<file path="config.mk">
export PLATFORM = sky130hd
export DESIGN_NAME = fifo_burst_reader
export DESIGN_NICKNAME = d
export VERILOG_FILES = /design/src/rtl/fifo_burst_reader.sv
export SDC_FILE = /design/constraint.sdc
export NUM_CORES = 1
export LEC_CHECK = 0
export ABC_AREA = 0
export BUFFER_PORTS_ARGS = -buffer_cell sky130_fd_sc_hd__buf_4
export CAP_MARGIN = 25
export CORE_MARGIN = 8
export CORE_UTILIZATION = 44
export CTS_BUF_LIST = sky130_fd_sc_hd__clkbuf_8
export DETAILED_ROUTE_END_ITERATION = 16
export GPL_ROUTABILITY_DRIVEN = 0
export PLACE_DENSITY = 0.83
export SKIP_CTS_REPAIR_TIMING = 1
export SYNTH_ARGS = -nofsm -noshare
export SYNTH_HDL_FRONTEND = slang
export SYNTH_SLANG_ARGS = --single-unit
</file>
<file path="constraint.sdc">
create_clock -name clk -period 1.9 [get_ports clk]
set_clock_uncertainty 0.05 [all_clocks]
set_input_delay 0.38 -clock clk [delete_from_list [all_inputs] [get_ports clk]]
set_output_delay 0.38 -clock clk [all_outputs]
set_load 0.02 [all_outputs]
</file>
<file path="src/rtl/fifo_burst_reader.sv">
// fifo_burst_reader: pulls one BURST_LEN-beat burst from a show-ahead FIFO into a registered valid/ready output.
// Defining FIFO_BURST_READER_ABORT_EN adds an abort input that cuts a running burst short.
module fifo_burst_reader #(
    parameter int WIDTH     = 32,
    parameter int BURST_LEN = 4
) (
    input  logic             clk,
    input  logic             rstn,
    input  logic             start,
`ifdef FIFO_BURST_READER_ABORT_EN
    input  logic             abort,
`endif
    input  logic             fifo_empty,
    input  logic [WIDTH-1:0] fifo_dout,
    output logic             fifo_pop,
    output logic             m_valid,
    input  logic             m_ready,
    output logic [WIDTH-1:0] m_data,
    output logic             m_last,
    output logic             busy,
    output logic             done
);
    localparam int RW = $clog2(BURST_LEN + 1);
    typedef enum logic [1:0] {IDLE, RUN, DRAIN} state_t;
    state_t        state;
    logic [RW-1:0] remaining;
    logic          abort_run;
`ifdef FIFO_BURST_READER_ABORT_EN
    assign abort_run = abort && state == RUN;
`else
    assign abort_run = 1'b0;
`endif
    assign fifo_pop = state == RUN && remaining != '0 && !fifo_empty && (!m_valid || m_ready) && !abort_run;
    always_ff @(posedge clk or negedge rstn) begin
        if (!rstn) begin
            state     <= IDLE;
            remaining <= '0;
            m_valid   <= 1'b0;
            m_data    <= '0;
            m_last    <= 1'b0;
            busy      <= 1'b0;
            done      <= 1'b0;
        end else begin
            done <= 1'b0;
            if (fifo_pop) begin
                m_data    <= fifo_dout;
                m_valid   <= 1'b1;
                m_last    <= remaining == RW'(1);
                remaining <= remaining - RW'(1);
            end else if (m_valid && m_ready) begin
                m_valid <= 1'b0;
                m_last  <= 1'b0;
            end
            case (state)
                IDLE: if (start) begin
                    state     <= RUN;
                    remaining <= RW'(BURST_LEN);
                    busy      <= 1'b1;
                end
                RUN: if (abort_run) begin
                    remaining <= '0;
                    // a beat still waiting downstream becomes the final one; otherwise finish now
                    if (m_valid && !m_ready) begin
                        m_last <= 1'b1;
                        state  <= DRAIN;
                    end else begin
                        state <= IDLE;
                        busy  <= 1'b0;
                        done  <= 1'b1;
                    end
                end else if (fifo_pop && remaining == RW'(1)) begin
                    state <= DRAIN;
                end
                DRAIN: if (m_valid && m_ready && m_last) begin
                    state <= IDLE;
                    busy  <= 1'b0;
                    done  <= 1'b1;
                end
                default: state <= IDLE;
            endcase
        end
    end
endmodule

</file>
* Word-level counts from Yosys, hierarchy flattened
Index checks and enable logic that the tools add are counted.
** Word-level totals
- Bits in registers :: 41
- Bits in latches :: 0
- Memory bits (writable) :: 0
- Bits in read-only memories :: 0
- Input bits :: 37
- Output and inout port bits :: 37
- Logic and storage cells :: 44
- Memories :: 0
** Operators by class
- Add/subtract/negate cells :: 1
- $mul :: 0
- Div/mod/pow operators :: 0
- Magnitude comparators :: 0
- Equal/unequal tests :: 6
- Shift operators :: 0
- Mux-type cells :: 15
- Bitwise operators :: 0
- Reductions and logical operators :: 15
** Operator list (count)
- $mux 3 :: 3
- $mux 1 :: 7
- $logic_and 1x1->1 :: 6
- $mux 2 :: 3
- $pmux 2 s3 :: 1
- $reduce_and 3->1 :: 2
- $ne 2x2->1 const B :: 2
- $reduce_bool 2->1 :: 2
- $eq 3x1->1 const B :: 1
- $reduce_bool 3->1 :: 1
- $sub 3x1->3 const B :: 1
- $eq 2x1->1 const B :: 1
- $eq 2x2->1 const B :: 1
- $logic_not 1->1 :: 2
- $logic_not 2->1 :: 1
- $ne 2x1->1 const B :: 1
- $pmux 1 s2 :: 1
- $logic_or 1x1->1 :: 1

* Logic depth before layout (Yosys ltp)
- Depth after elaboration :: 7
- Depth in mapped cells :: 7
- Depth with buffers taken out :: 6

* Worst setup path after synthesis
No wires, ideal clock.
- Path kind :: register to output
- Start :: register remaining[0]
- End :: output port fifo_pop
- Arrival :: 1.545 ns
- Required time :: 1.470 ns
- Slack :: -0.075 ns
- Cell stages (with the launch flop) :: 8
- Buffers on the path :: 1
- Cells stage by stage :: dfrtp_1 > inv_1 > ha_1 > ha_1 > nor4b_4 > nand2_4 > buf_6 > inv_1
** Between the ends
- Longest elaborated chain between the ends :: 4
** Ends and longest elaborated chain
- from (decl) :: line 26 : logic [RW-1:0] remaining;
- from (signal assigned) :: line 49 : remaining <= remaining - RW'(1);
- from (signal assigned) :: line 57 : remaining <= RW'(BURST_LEN);
- $reduce_bool 3->1 :: line 33 : assign fifo_pop = state == RUN && remaining != '0 && !fifo_empty && (!m_valid || m_ready) && !abort_run;
- $logic_and 1x1->1 (3 in a row) :: line 33
- to (decl) :: line 15 : output logic fifo_pop,
No other way between the ends.

* Worst setup path after layout
- Start :: register remaining[1]
- End :: output port fifo_pop
Same word-level chain as after synthesis.

==> flow_summary.json <==
{
  "synth_fp_nets": 145,
  "viasPerCell": 4.81,
  "worst_pin_slew_ns": 0.508,
  "placed_area_um2": 2390,
  "grtUsageMet1_pct": 15.0,
  "grt_setup_unrepaired": "yes",
  "row_count": 23,
  "async_flop_share_pct": 100,
  "critical_path_class": "register to output port",
  "layout-drive-gt1-share_pct": 67.4,
  "max_cap_viol_count": 0,
  "postSynthCellCount": 105,
  "endpoint_kind": "output port",
  "peakVddDrop_mv": 0.536,
  "yosysMostFrequentCell": "dfrtp_1",
  "cpMostUsedCell": "ha_4",
  "finalWirelength_mm": 4.30,
  "n_antenna_cell": 0,
  "busiest_layer": "met2",
  "nets": 229,
  "required_ns": 1.47,
  "grt_pass1_vias": 1259,
  "slew_viol_final": 0,
  "cp.arrival_ns": 1.63,
  "clock_latency_ns": 0.28,
  "pin_count": 74,
  "antenna_found_initial": 0,
  "slowest_stage": "dfrtp_1",
  "p_per_area_nw_per_um2": 1840,
  "synth.area.top_cells": "dfrtp_1 59%, mux2_4 22%, mux2_2 3.9%, ha_1 2.2%, buf_6 1.9%",
  "clock-root-buffer": "clkbuf_8",
  "cp_cell_sequence": "inv_2, ha_4, ha_4, nor4b_4, nand2_4, inv_8, buf_6",
  "wire_per_inst_um": 17.9,
  "p_leak_nw": 1.33,
  "finalCriticalPeriod_ns": 2.06,
  "status": "finished, violations left",
  "worst-path-buf-inv": 3,
  "cp_max_fo": 4,
  "cts.clk_slew.worst_paths_ns": 0.08,
  "violations": "negative setup slack",
  "synthFlopType": "dfrtp_1",
  "yosysSeqAreaShare_pct": 59.1,
  "cts.path.max_buffers": 2,
  "postLayoutCellArea_um2": 2540,
  "yosysUniqueCellTypes": 20,
  "grt_max_degree": 42,
  "start_util_pct": 44.7,
  "slowest_delay_ns": 0.38,
  "coreArea_um2": 3880,
  "cts_max_level": 2,
  "cp-start-kind": "register",
  "drc": 0,
  "layout-area-overhead-vs-synth_pct": 46.2,
  "hpwl_mm": 3.29,
  "ant_nets": 0,
  "avgSynthCellArea_um2": 16.5,
  "max_freq_ghz": 0.486,
  "dr_total_vias": 1154,
  "hp-class": "primary input to asynchronous set/reset pin",
  "port_buffers": 73,
  "met2_usage_pct": 24.0,
  "yosys-top-cells-count": "41 x dfrtp_1, 26 x mux2_4, 6 x mux2_2",
  "path_delay_family": "simple AND/OR/NAND/NOR gates",
  "die_h_um": 78.8,
  "drt-initial-drc-count": 37,
  "ys_ff_latch": 41,
  "firstDrtPassIters": 4,
  "cts_tree": "done",
  "cts_sinks": 41,
  "grt_usage_pct": 14.1,
  "worst_slack_ns": -0.157,
  "die_x_um": 78.8,
  "synth_top_cell_area_share_pct": 59.1,
  "grt_pass1_wl_mm": 6.80,
  "relSlewSlack_pct": 66.2,
  "period_share_pct": 108,
  "synth_edf_count": 0,
  "timing.hold.ws_ns": 0.00193,
  "numCtsBuffers": 5,
  "finalHoldViolations": 0,
  "die_area_um2": 6210,
  "synth_top_area_cell": "dfrtp_1",
  "netlist_area_um2": 1740,
  "grt_use_met3_pct": 5.30,
  "setup_violations": 29,
  "overflow": 0,
  "ys_warn_count": 0
}
-- worst paths after layout --
path,startpoint,endpoint,slack [ns],cells after the start
worst max-delay path,remaining[1],fifo_pop,-0.16,7
worst min-delay path,rstn,m_data[9],0.002,1
worst max register to register,remaining[1],m_data[1],-0.08,8
worst min register to register,m_data[23],m_data[23],0.46,1
max in group asynchronous,rstn,remaining[1],1.44,1
min in group clk,fifo_dout[13],m_data[13],0.27,2
-- layout make-up --
class,count,area (um2)
clock buffers,6,82.6
clock inverters,2,37.5
fillers,280,1350
inverters,5,26.3
multi-input cells,56,682
flip-flops and latches,41,1030
well taps,50,62.6
repair buffers,80,621
-- registers in the layout (all words and copies together), names as in the netlist --
signal,count
m_last,1
m_valid,1
remaining,3
busy,1
done,1
state,2
m_data,32
-- cells in the final DEF, fill, tap and decap left out --
cell	n
buf_6	2
inv_8	1
nand2_4	1
a31o_2	1
nand3_1	1
mux2_4	26
nand2b_1	3
mux2i_1	3
ha_4	2
mux2_2	6
buf_4	77
and4_1	1
inv_2	1
o21ai_0	2
or3b_2	1
bufinv_16	1
nor4b_4	1
o31ai_1	1
nand2_1	3
dfrtp_1	41
nor2_1	1
buf_12	1
a21o_1	1
ha_1	1
and2_1	1
inv_1	3
clkinvlp_4	1
clkbuf_8	6
-- cell families (layout without fill, tap and decap cells) --
logic type      after synthesis  in the layout  share of synthesized area (%)
flops                        41             41                           59.1
mux                          35             35                           28.1
simple gates                 13             13                           5.62
buf+inv                       8             93                           3.03
compound gates                5              5                           1.95
fa+ha+maj                     3              3                           2.16
-- routing by layer --
layer	share of wire (%)	up-vias
met1	40	568
met5	0	-
met3	7.0	9
li1	-	528
met4	2.2	0
met2	51	49
-- report_power, final --
group          switching (mW)  total (mW)  internal, mW
clock network           0.293       0.720         0.427
registers               0.257        1.54          1.29
logic                    1.11        2.41          1.30
total                    1.66        4.68          3.02
-- per-stage QoR --
stage	TNS, ns	setup slack (ns)	utilization [%]	power [mW]	std cells
3_5_place_dp	-1.21	-0.0543	61.6	3.94	231
2_1_floorplan	0	0.0111	-	3.01	105
3_3_place_gp	0	0.0388	61.6	3.84	231
5_1_grt	-4.43	-0.267	65.3	4.95	240
6_report	-1.78	-0.157	65.3	4.68	240
4_1_cts	-1.73	-0.311	64.7	4.68	239
Power figures use the tool's default switching activity.
